## src/rtl/mprj_io_cfg_pkg.sv

```systemverilog
// Shared definitions for the user-project IO configuration block:
// register map helpers, XFER control bit and shift-engine state encoding.
package mprj_io_cfg_pkg;

    localparam int XFER_START_BIT = 0;

    typedef enum logic [1:0] {
        ST_IDLE  = 2'd0,
        ST_SHIFT = 2'd1,
        ST_LOAD  = 2'd2
    } shift_state_e;

    function automatic int unsigned pwr_word(input int unsigned pads);
        return pads;
    endfunction

    function automatic int unsigned xfer_word(input int unsigned pads);
        return pads + 1;
    endfunction

    function automatic int unsigned cnt_w(input int unsigned n);
        return (n > 1) ? $clog2(n) : 1;
    endfunction

    function automatic logic [31:0] lane_mask(input logic [3:0] sel);
        return {{8{sel[3]}}, {8{sel[2]}}, {8{sel[1]}}, {8{sel[0]}}};
    endfunction

    function automatic logic [31:0] wr_merge(
        input logic [31:0] old,
        input logic [31:0] dat,
        input logic [31:0] mask
    );
        return (old & ~mask) | (dat & mask);
    endfunction

endpackage

```

## src/rtl/mprj_io_cfg_shifter.sv

```systemverilog
// Serialises every pad config word, highest pad first and MSB first,
// then pulses serial_load once the whole chain has been clocked.
module mprj_io_cfg_shifter
    import mprj_io_cfg_pkg::*;
#(
    parameter int IO_PADS     = 38,
    parameter int IO_CFG_BITS = 13,
    parameter int PW          = cnt_w(IO_PADS),
    parameter int BW          = cnt_w(IO_CFG_BITS)
) (
    input  logic                   clk,
    input  logic                   rst_n,
    input  logic                   start_i,
    output logic [PW-1:0]          pad_idx_o,
    input  logic [IO_CFG_BITS-1:0] pad_cfg_i,
    output logic                   serial_clock,
    output logic                   serial_data_out,
    output logic                   serial_load,
    output logic                   serial_busy
);

    localparam logic [PW-1:0] LAST_PAD = PW'(IO_PADS - 1);
    localparam logic [BW-1:0] LAST_BIT = BW'(IO_CFG_BITS - 1);

    shift_state_e  state_q, state_d;
    logic [PW-1:0] pad_q, pad_d;
    logic [BW-1:0] bit_q, bit_d;
    logic          phase_q, phase_d;

    always_ff @(posedge clk or negedge rst_n) begin
        if (!rst_n) begin
            state_q <= ST_IDLE;
            pad_q   <= '0;
            bit_q   <= '0;
            phase_q <= 1'b0;
        end else begin
            state_q <= state_d;
            pad_q   <= pad_d;
            bit_q   <= bit_d;
            phase_q <= phase_d;
        end
    end

    always_comb begin
        state_d = state_q;
        pad_d   = pad_q;
        bit_d   = bit_q;
        phase_d = phase_q;
        unique case (state_q)
            ST_IDLE: begin
                if (start_i) begin
                    state_d = ST_SHIFT;
                    pad_d   = LAST_PAD;
                    bit_d   = LAST_BIT;
                    phase_d = 1'b0;
                end
            end
            ST_SHIFT: begin
                if (!phase_q) begin
                    phase_d = 1'b1;
                end else begin
                    phase_d = 1'b0;
                    if (bit_q == '0) begin
                        if (pad_q == '0) begin
                            state_d = ST_LOAD;
                        end else begin
                            pad_d = pad_q - 1'b1;
                            bit_d = LAST_BIT;
                        end
                    end else begin
                        bit_d = bit_q - 1'b1;
                    end
                end
            end
            ST_LOAD: begin
                state_d = ST_IDLE;
                pad_d   = '0;
                bit_d   = '0;
                phase_d = 1'b0;
            end
            default: state_d = ST_IDLE;
        endcase
    end

    assign pad_idx_o       = pad_q;
    assign serial_data_out = (state_q == ST_SHIFT) & pad_cfg_i[bit_q];
    assign serial_clock    = (state_q == ST_SHIFT) & phase_q;
    assign serial_load     = (state_q == ST_LOAD);
    assign serial_busy     = (state_q != ST_IDLE);

endmodule

```

## src/rtl/mprj_io_cfg_wb.sv

```systemverilog
// Wishbone register block holding per-pad IO config words and power bits,
// with an XFER register that launches the serial config shift chain.
module mprj_io_cfg_wb
    import mprj_io_cfg_pkg::*;
#(
    parameter logic [31:0]            BASE_ADR    = 32'h2300_0000,
    parameter int                     IO_PADS     = 38,
    parameter int                     IO_CFG_BITS = 13,
    parameter logic [IO_CFG_BITS-1:0] IO_CFG_INIT = 13'h0403,
    parameter int                     PWR_CTRL    = 4
) (
    input  logic                wb_clk_i,
    input  logic                wb_rstn_i,
    input  logic                wb_stb_i,
    input  logic                wb_cyc_i,
    input  logic                wb_we_i,
    input  logic [3:0]          wb_sel_i,
    input  logic [31:0]         wb_adr_i,
    input  logic [31:0]         wb_dat_i,
    output logic                wb_ack_o,
    output logic [31:0]         wb_dat_o,
    output logic [PWR_CTRL-1:0] pwr_ctrl_out,
    output logic                serial_clock,
    output logic                serial_data_out,
    output logic                serial_load,
    output logic                serial_busy
);

    localparam int PW = cnt_w(IO_PADS);
    localparam logic [31:0] PWR_W  = 32'(pwr_word(IO_PADS));
    localparam logic [31:0] XFER_W = 32'(xfer_word(IO_PADS));

    logic [IO_CFG_BITS-1:0] pad_q [IO_PADS];
    logic [IO_CFG_BITS-1:0] pad_d [IO_PADS];
    logic [PWR_CTRL-1:0]    pwr_q, pwr_d;
    logic [31:0]            dat_q, dat_d;
    logic                   ack_q, ack_d;
    logic                   hold_q, hold_d;
    logic                   start_q, start_d;

    logic [31:0] off, word, mask, merged;
    logic        in_map, valid, wr, busy;
    logic [PW-1:0]          pad_idx;
    logic [IO_CFG_BITS-1:0] pad_cfg;

    always_ff @(posedge wb_clk_i or negedge wb_rstn_i) begin
        if (!wb_rstn_i) begin
            for (int i = 0; i < IO_PADS; i++) pad_q[i] <= IO_CFG_INIT;
            pwr_q   <= '0;
            dat_q   <= '0;
            ack_q   <= 1'b0;
            hold_q  <= 1'b0;
            start_q <= 1'b0;
        end else begin
            for (int i = 0; i < IO_PADS; i++) pad_q[i] <= pad_d[i];
            pwr_q   <= pwr_d;
            dat_q   <= dat_d;
            ack_q   <= ack_d;
            hold_q  <= hold_d;
            start_q <= start_d;
        end
    end

    always_comb begin
        off    = wb_adr_i - BASE_ADR;
        word   = {2'b00, off[31:2]};
        in_map = word < (32'(IO_PADS) + 32'd2);
        // One ack per bus request: hold blocks re-ack until the master lets go.
        valid  = wb_stb_i & wb_cyc_i & in_map & ~hold_q & ~ack_q;
        wr     = valid & wb_we_i;
        mask   = lane_mask(wb_sel_i);
        busy   = serial_busy | start_q;
        merged = '0;

        for (int i = 0; i < IO_PADS; i++) pad_d[i] = pad_q[i];
        pwr_d   = pwr_q;
        dat_d   = '0;
        ack_d   = valid;
        start_d = 1'b0;
        hold_d  = hold_q;

        if (!(wb_stb_i | wb_cyc_i)) hold_d = 1'b0;
        else if (valid)             hold_d = 1'b1;

        for (int i = 0; i < IO_PADS; i++) begin
            if (word == 32'(i)) begin
                if (wr && !busy) begin
                    merged   = wr_merge(32'(pad_q[i]), wb_dat_i, mask);
                    pad_d[i] = merged[IO_CFG_BITS-1:0];
                end
                if (valid && !wb_we_i) dat_d = 32'(pad_q[i]);
            end
        end

        if (word == PWR_W) begin
            if (wr) begin
                merged = wr_merge(32'(pwr_q), wb_dat_i, mask);
                pwr_d  = merged[PWR_CTRL-1:0];
            end
            if (valid && !wb_we_i) dat_d = 32'(pwr_q);
        end

        if (word == XFER_W) begin
            if (wr && wb_sel_i[0] && wb_dat_i[XFER_START_BIT] && !busy)
                start_d = 1'b1;
            if (valid && !wb_we_i) dat_d = {31'b0, busy};
        end
    end

    assign pad_cfg      = pad_q[pad_idx];
    assign wb_ack_o     = ack_q;
    assign wb_dat_o     = dat_q;
    assign pwr_ctrl_out = pwr_q;

    mprj_io_cfg_shifter #(
        .IO_PADS     (IO_PADS),
        .IO_CFG_BITS (IO_CFG_BITS)
    ) u_shifter (
        .clk             (wb_clk_i),
        .rst_n           (wb_rstn_i),
        .start_i         (start_q),
        .pad_idx_o       (pad_idx),
        .pad_cfg_i       (pad_cfg),
        .serial_clock    (serial_clock),
        .serial_data_out (serial_data_out),
        .serial_load     (serial_load),
        .serial_busy     (serial_busy)
    );

endmodule

```

## config.mk

```make
export PLATFORM = sky130hd
export DESIGN_NAME = mprj_io_cfg_wb
export DESIGN_NICKNAME = d
export VERILOG_FILES = /design/src/rtl/mprj_io_cfg_pkg.sv /design/src/rtl/mprj_io_cfg_shifter.sv /design/src/rtl/mprj_io_cfg_wb.sv
export SDC_FILE = /design/constraint.sdc
export NUM_CORES = 2
export LEC_CHECK = 0
export CORE_ASPECT_RATIO = 1.1
export CORE_MARGIN = 5
export CORE_UTILIZATION = 45
export DETAILED_ROUTE_END_ITERATION = 10
export GPL_ROUTABILITY_DRIVEN = 0
export PLACE_DENSITY_LB_ADDON = 0.1
export RECOVER_POWER = 25
export SLEW_MARGIN = 0
export SYNTH_ARGS = -nofsm -noshare
export SYNTH_HDL_FRONTEND = slang
export SYNTH_SLANG_ARGS = --single-unit
```

## constraint.sdc

```tcl
create_clock -name wb_clk_i -period 5.4 [get_ports wb_clk_i]
set_input_delay 1.08 -clock wb_clk_i [delete_from_list [all_inputs] [get_ports wb_clk_i]]
set_output_delay 1.08 -clock wb_clk_i [all_outputs]
set_load 0.02 [all_outputs]
```

Yosys cells after proc, flatten, opt, wreduce, memory -nomap -nowiden --
Cells that the tools add are included.
Operators by class: $add $sub $neg 3, $lt $le $gt $ge 3, eq/ne operators 48, multiplexer cells 107, bitwise operators 92, reduce and logical (&&, ||, !) cells 56
Operators with widths (count):
- $mux W32 | 78
- $and A13 B13 Y13 | 39
- $or A13 B13 Y13 | 38
- $eq A30 B5 Y1 const B | 16
- $eq A30 B4 Y1 const B | 8
- $eq A30 B6 Y1 const B | 8
- $eq A30 B3 Y1 const B | 4
- $reduce_and A2 Y1 | 40
- $bmux W13 S6 | 1
- $eq A30 B2 Y1 const B | 2
- $mux W13 | 4
- $sub A32 B30 Y32 const B | 1
- $eq A30 B1 Y1 const B | 1
- $logic_not A30 Y1 | 1
- $lt A30 B6 Y1 const B | 1
- $mux W6 | 4
- $pmux W6 S3 | 1
- $mux W4 | 4
- $not A13 Y13 | 1
- $pmux W4 S3 | 1
- $mux W2 | 4
- $reduce_and A4 Y1 | 2
- $and A1 B1 Y1 | 7
- $ge A7 B7 Y1 const B | 1
- 25 further kinds | 42
Storage, ports and cells: bits in registers 546

Longest topological paths before layout --
word-level depth 86, depth in mapped cells 14

Hierarchy --
Synthesis repeated with hierarchy kept, for this count alone.
Second synthesis, totals: cells, all modules 2673, area total of the unflattened synthesis 30276.5 um2
By module, submodules not included:
- mprj_io_cfg_wb | instances 1, cells an instance 2561, area an instance 29238.0 um2
- mprj_io_cfg_shifter | instances 1, cells an instance 112, area an instance 1038.5 um2

Worst setup path before layout --
OpenSTA, ideal clock, no wires.
path type reg2out, from reg u_shifter.pad_q[1] (netlist: u_shifter.pad_idx_o[1]), to out serial_data_out, arrival 3.029 ns, data required time 4.320 ns, slack 1.291 ns, cell stages (with the launch flop) 11, cells stage by stage dfrtp_1 buf_2 buf_2 buf_1 clkbuf_1 mux4_2 a22oi_1 a21oi_1 o22ai_1 o2111a_1 nor4b_1
Between the ends: longest elaborated chain between the ends 7
Ends and longest elaborated chain:
- start: declaration | RTL line mprj_io_cfg_shifter.sv:26 | logic [PW-1:0] pad_q, pad_d;
- start signal: assignment | RTL line mprj_io_cfg_shifter.sv:38 | pad_q <= pad_d;
- $not A6 Y7 (not written as such) | RTL line mprj_io_cfg_wb.sv:110 | assign pad_cfg = pad_q[pad_idx];
- $bmux W13 S6 | RTL line mprj_io_cfg_wb.sv:110
- $mux W13 (not written as such) (2 in a row) | RTL line mprj_io_cfg_wb.sv:110
- $bmux W1 S4 | RTL line mprj_io_cfg_shifter.sv:86 | assign serial_data_out = (state_q == ST_SHIFT) & pad_cfg_i[bit_q];
- $mux W1 (not written as such) | RTL line mprj_io_cfg_shifter.sv:86
- $and A1 B1 Y1 | RTL line mprj_io_cfg_shifter.sv:86
- end: declaration | RTL line mprj_io_cfg_wb.sv:24 | output logic serial_data_out,
No other way between the ends. The select of a mux whose other input is x is not followed.

Final worst setup path --
from reg u_shifter.pad_q[2] (netlist: u_shifter.pad_idx_o[2]), to out serial_data_out
Same word-level chain as after synthesis.

==> run metrics <==
internal power 6.52 mW; Pleak ~15 nW; worst r2r dst wb_dat_o[4]; Slew headroom -101%; first-pass GRT wire length between 150 and 200 mm; Remaining DRCs 0; Switching Fraction 23.3%; cts hold-fix bufs 0; number of global-route vias before repair around 25000; TritonCTS Buffers 57; worst vdd ir approximately 330 uV; Die Ht 280 um; Critical Path Max Stage Delay 610 ps; area share of the leading cell type in the synthesized netlist 34.8%; Non-Filler Instances approximately 3600; failing checks max-capacitance violations, max-slew violations; most common cell after layout, fill and taps aside mux2_2; Sw Pwr between 1.5 and 2 mW; Via density about 7; Area contributors post-synth dfrtp_1 (35%), mux2_2 (19%), dfstp_2 (10%); Fin. Hold Viols 0; area grow syn2layout 15.9%; slowest CP cell clkdlybuf4s50_1; most used cell, CP buf_4; number of flops mapped to enable cells by yosys 0; Hold Crit Class reg -> reg; crit path DAT approximately 4200 ps; number of synthesized register bits between 500 and 600; initial cell density of the core a little under half; Max-Cap Viols 2; Critical Path Source u_shifter.pad_idx_o[2]; Rows 98; port bufs slightly above 70; initial drt markers 3780; dpl hpwl just over 90 mm; Worst Tran Pin Value between 3000 and 4000 ps; FF-to-FF path depth 12; Startpoint Class flop; Slew Viols, Final approximately 110; vias post-DR 25300; Syn. warnings 0; area leader, netlist dfrtp_1; RSZ-0062 raised after global routing false; CTS tree yes; H-Tree Depth 2; Clk network pwr share about half; Flop pwr share between 40% and 50%; CP max FO 16; layout cells sized above 1 between 30% and 40%; core area ~65000 sq um; Hold Startpoint hold_q; Synth Cell Area around 30000 sq um; cell total after placement between 3000 and 4000; final wirelength about 130 mm; WL per Instance approximately 35 um; die width ~260 um; Post-Syn Instances about 2500; reg2reg setup slack between 1000 and 1500 ps; Worst Path Required approximately 4300 ps; TritonCTS Sinks between 500 and 600; DR pass1 iterations 9; most frequent cells in the layout mux2_2 (509), dfrtp_1 (410), nand2_1 (201); Synth cell types 81; Die Area around 70000 sq um; outcome finished with violations; Remaining Overflow, GRT 0; Cell Pwr Density between 200 and 250 nW/um^2; FFs w/ async S/R, synth 100%; Worst Setup EP serial_data_out; clk slew on worst S/H paths 60 ps; FF-to-FF Start wb_ack_o; Synth Flop Type dfrtp_1; antenna-violating nets left 0; CTS max path bufs 3; initial antenna violation count 4; WS Path Type reg -> out; Total GRT Usage 34.4%; io pins around 110; crit path capture type output pin; Combinational Power Share 4.3%; largest net degree at the start of global routing approximately 120; net count reported at finish 2785; # fillers 5649; register area share after synthesis between 40 and 50%; clock root buffer master clkbuf_16; Clock Skew approximately 22 ps; fmax 189 MHz; Fin Setup TNS 0 ps; post-route clock period utilization 98.2%; latest clock arrival within the worst-skew pair 640 ps; CP Cell Sequence buf_4 -> or3_1 -> a221oi_1 -> o21ai_0 -> nand4_1 -> o22ai_1 -> o2111a_1 -> nor4b_2 -> buf_4 -> clkdlybuf4s50_1; fin crit period 5300 ps; Avg Inst Size Synth 11.7 sq um; setup violators final 0
worst min-delay path by stage:
stage | endpoint | slack (ps) | cells past startpoint
floorplan | hold_q | 470 | 1
global placement | hold_q | 480 | 1
detailed placement | hold_q | 480 | 1
CTS | hold_q | 500 | 1
global route | hold_q | 530 | 1
finish | hold_q | 500 | 1
power by group through the flow:
stage               registers, mW  logic (mW)  clock network (mW)
detailed placement           4.02       0.362                   0
global route                 3.95       0.387                4.37
CTS                          3.95       0.363                4.22
global placement             4.02       0.359                   0
finish                       3.95       0.367                4.18
floorplan                    4.02       0.131                   0
cell type report:
cell class | instances | area (sq um) | share of cell area [%]
antenna | 3 | 7.51 | 0.0218
multi-input combinational | 1818 | 15500 | 45.1
inverter | 20 | 78.8 | 0.229
clock inverter | 22 | 294 | 0.853
clock buffer | 86 | 1690 | 4.90
timing repair buffer | 281 | 2450 | 7.12
tap | 850 | 1060 | 3.09
sequential | 527 | 13300 | 38.7
layer usage:
metal	track usage (%)	routed length, um	up-vias
met5	0	11	-
met4	16.2	7750	2
met3	9.21	14900	409
met2	49.5	53100	1892
met1	48.7	49700	12900
li1	-	-	10100
per-stage QoR:
stage          setup WS, ps  cell area (sq um)  util (%)  hold slack, ps  total power [mW]
2_1_floorplan          1290              29800         -             465              4.15
3_3_place_gp           27.4              32400      49.7             477              4.38
3_5_place_dp          -14.9              32400      49.7             484              4.38
4_1_cts                31.3              34400      52.8             497              8.54
5_1_grt                38.0              34400      52.8             530              8.71
6_report               96.8              34500      52.8             496              8.50
Yosys cell counts (6+ instances only):
cell	n
buf_4	23
o2111ai_1	7
and2_1	10
nand2b_1	16
a211oi_1	9
o211ai_1	14
nor4_1	15
a22oi_1	48
mux2i_1	59
or4_1	8
mux4_2	109
a222oi_1	10
nand2_1	201
o22ai_1	76
or2_2	6
buf_1	21
o21a_1	6
a21oi_1	100
dfrtp_1	413
nand4_1	12
ha_1	7
o221ai_1	31
nor3_1	48
buf_2	43
o21ai_1	9
dfstp_2	114
a221o_1	17
mux2_2	509
a221oi_1	44
a31oi_1	18
nor2_1	137
nand3b_1	6
o21ai_0	82
nand3_1	45
a32oi_1	6
a22o_1	11
clkbuf_1	115
nor2b_1	15
o41ai_1	6
inv_1	20
and3_1	11
nor4_2	7
kinds of logic after synthesis:
logic type	after synthesis	synth area share (%)
other	1	0.0126
and+or+nand+nor	572	9.36
muxes	677	29.5
adders and majority gates	7	0.295
DFF	527	44.8
buffers and inverters	222	3.28
AOI/OAI and AO/OA	543	12.7
repair_timing:
| action | in CTS | in global routing |
|---|---|---|
| setup buffers | 5 | 4 |
| setup endpoints to repair | 1 | 1 |
| cloned | 0 | 0 |
| gates resized for setup | 1 | 2 |
critical path: cells and delay by family, from the launching register on:
kind                   cells  cell delay, ps
buffers and inverters      3            1090
AOI/OAI and AO/OA          4             790
and+or+nand+nor            3            1140
DFF                        1             570
Power figures use the tool's default switching activity.
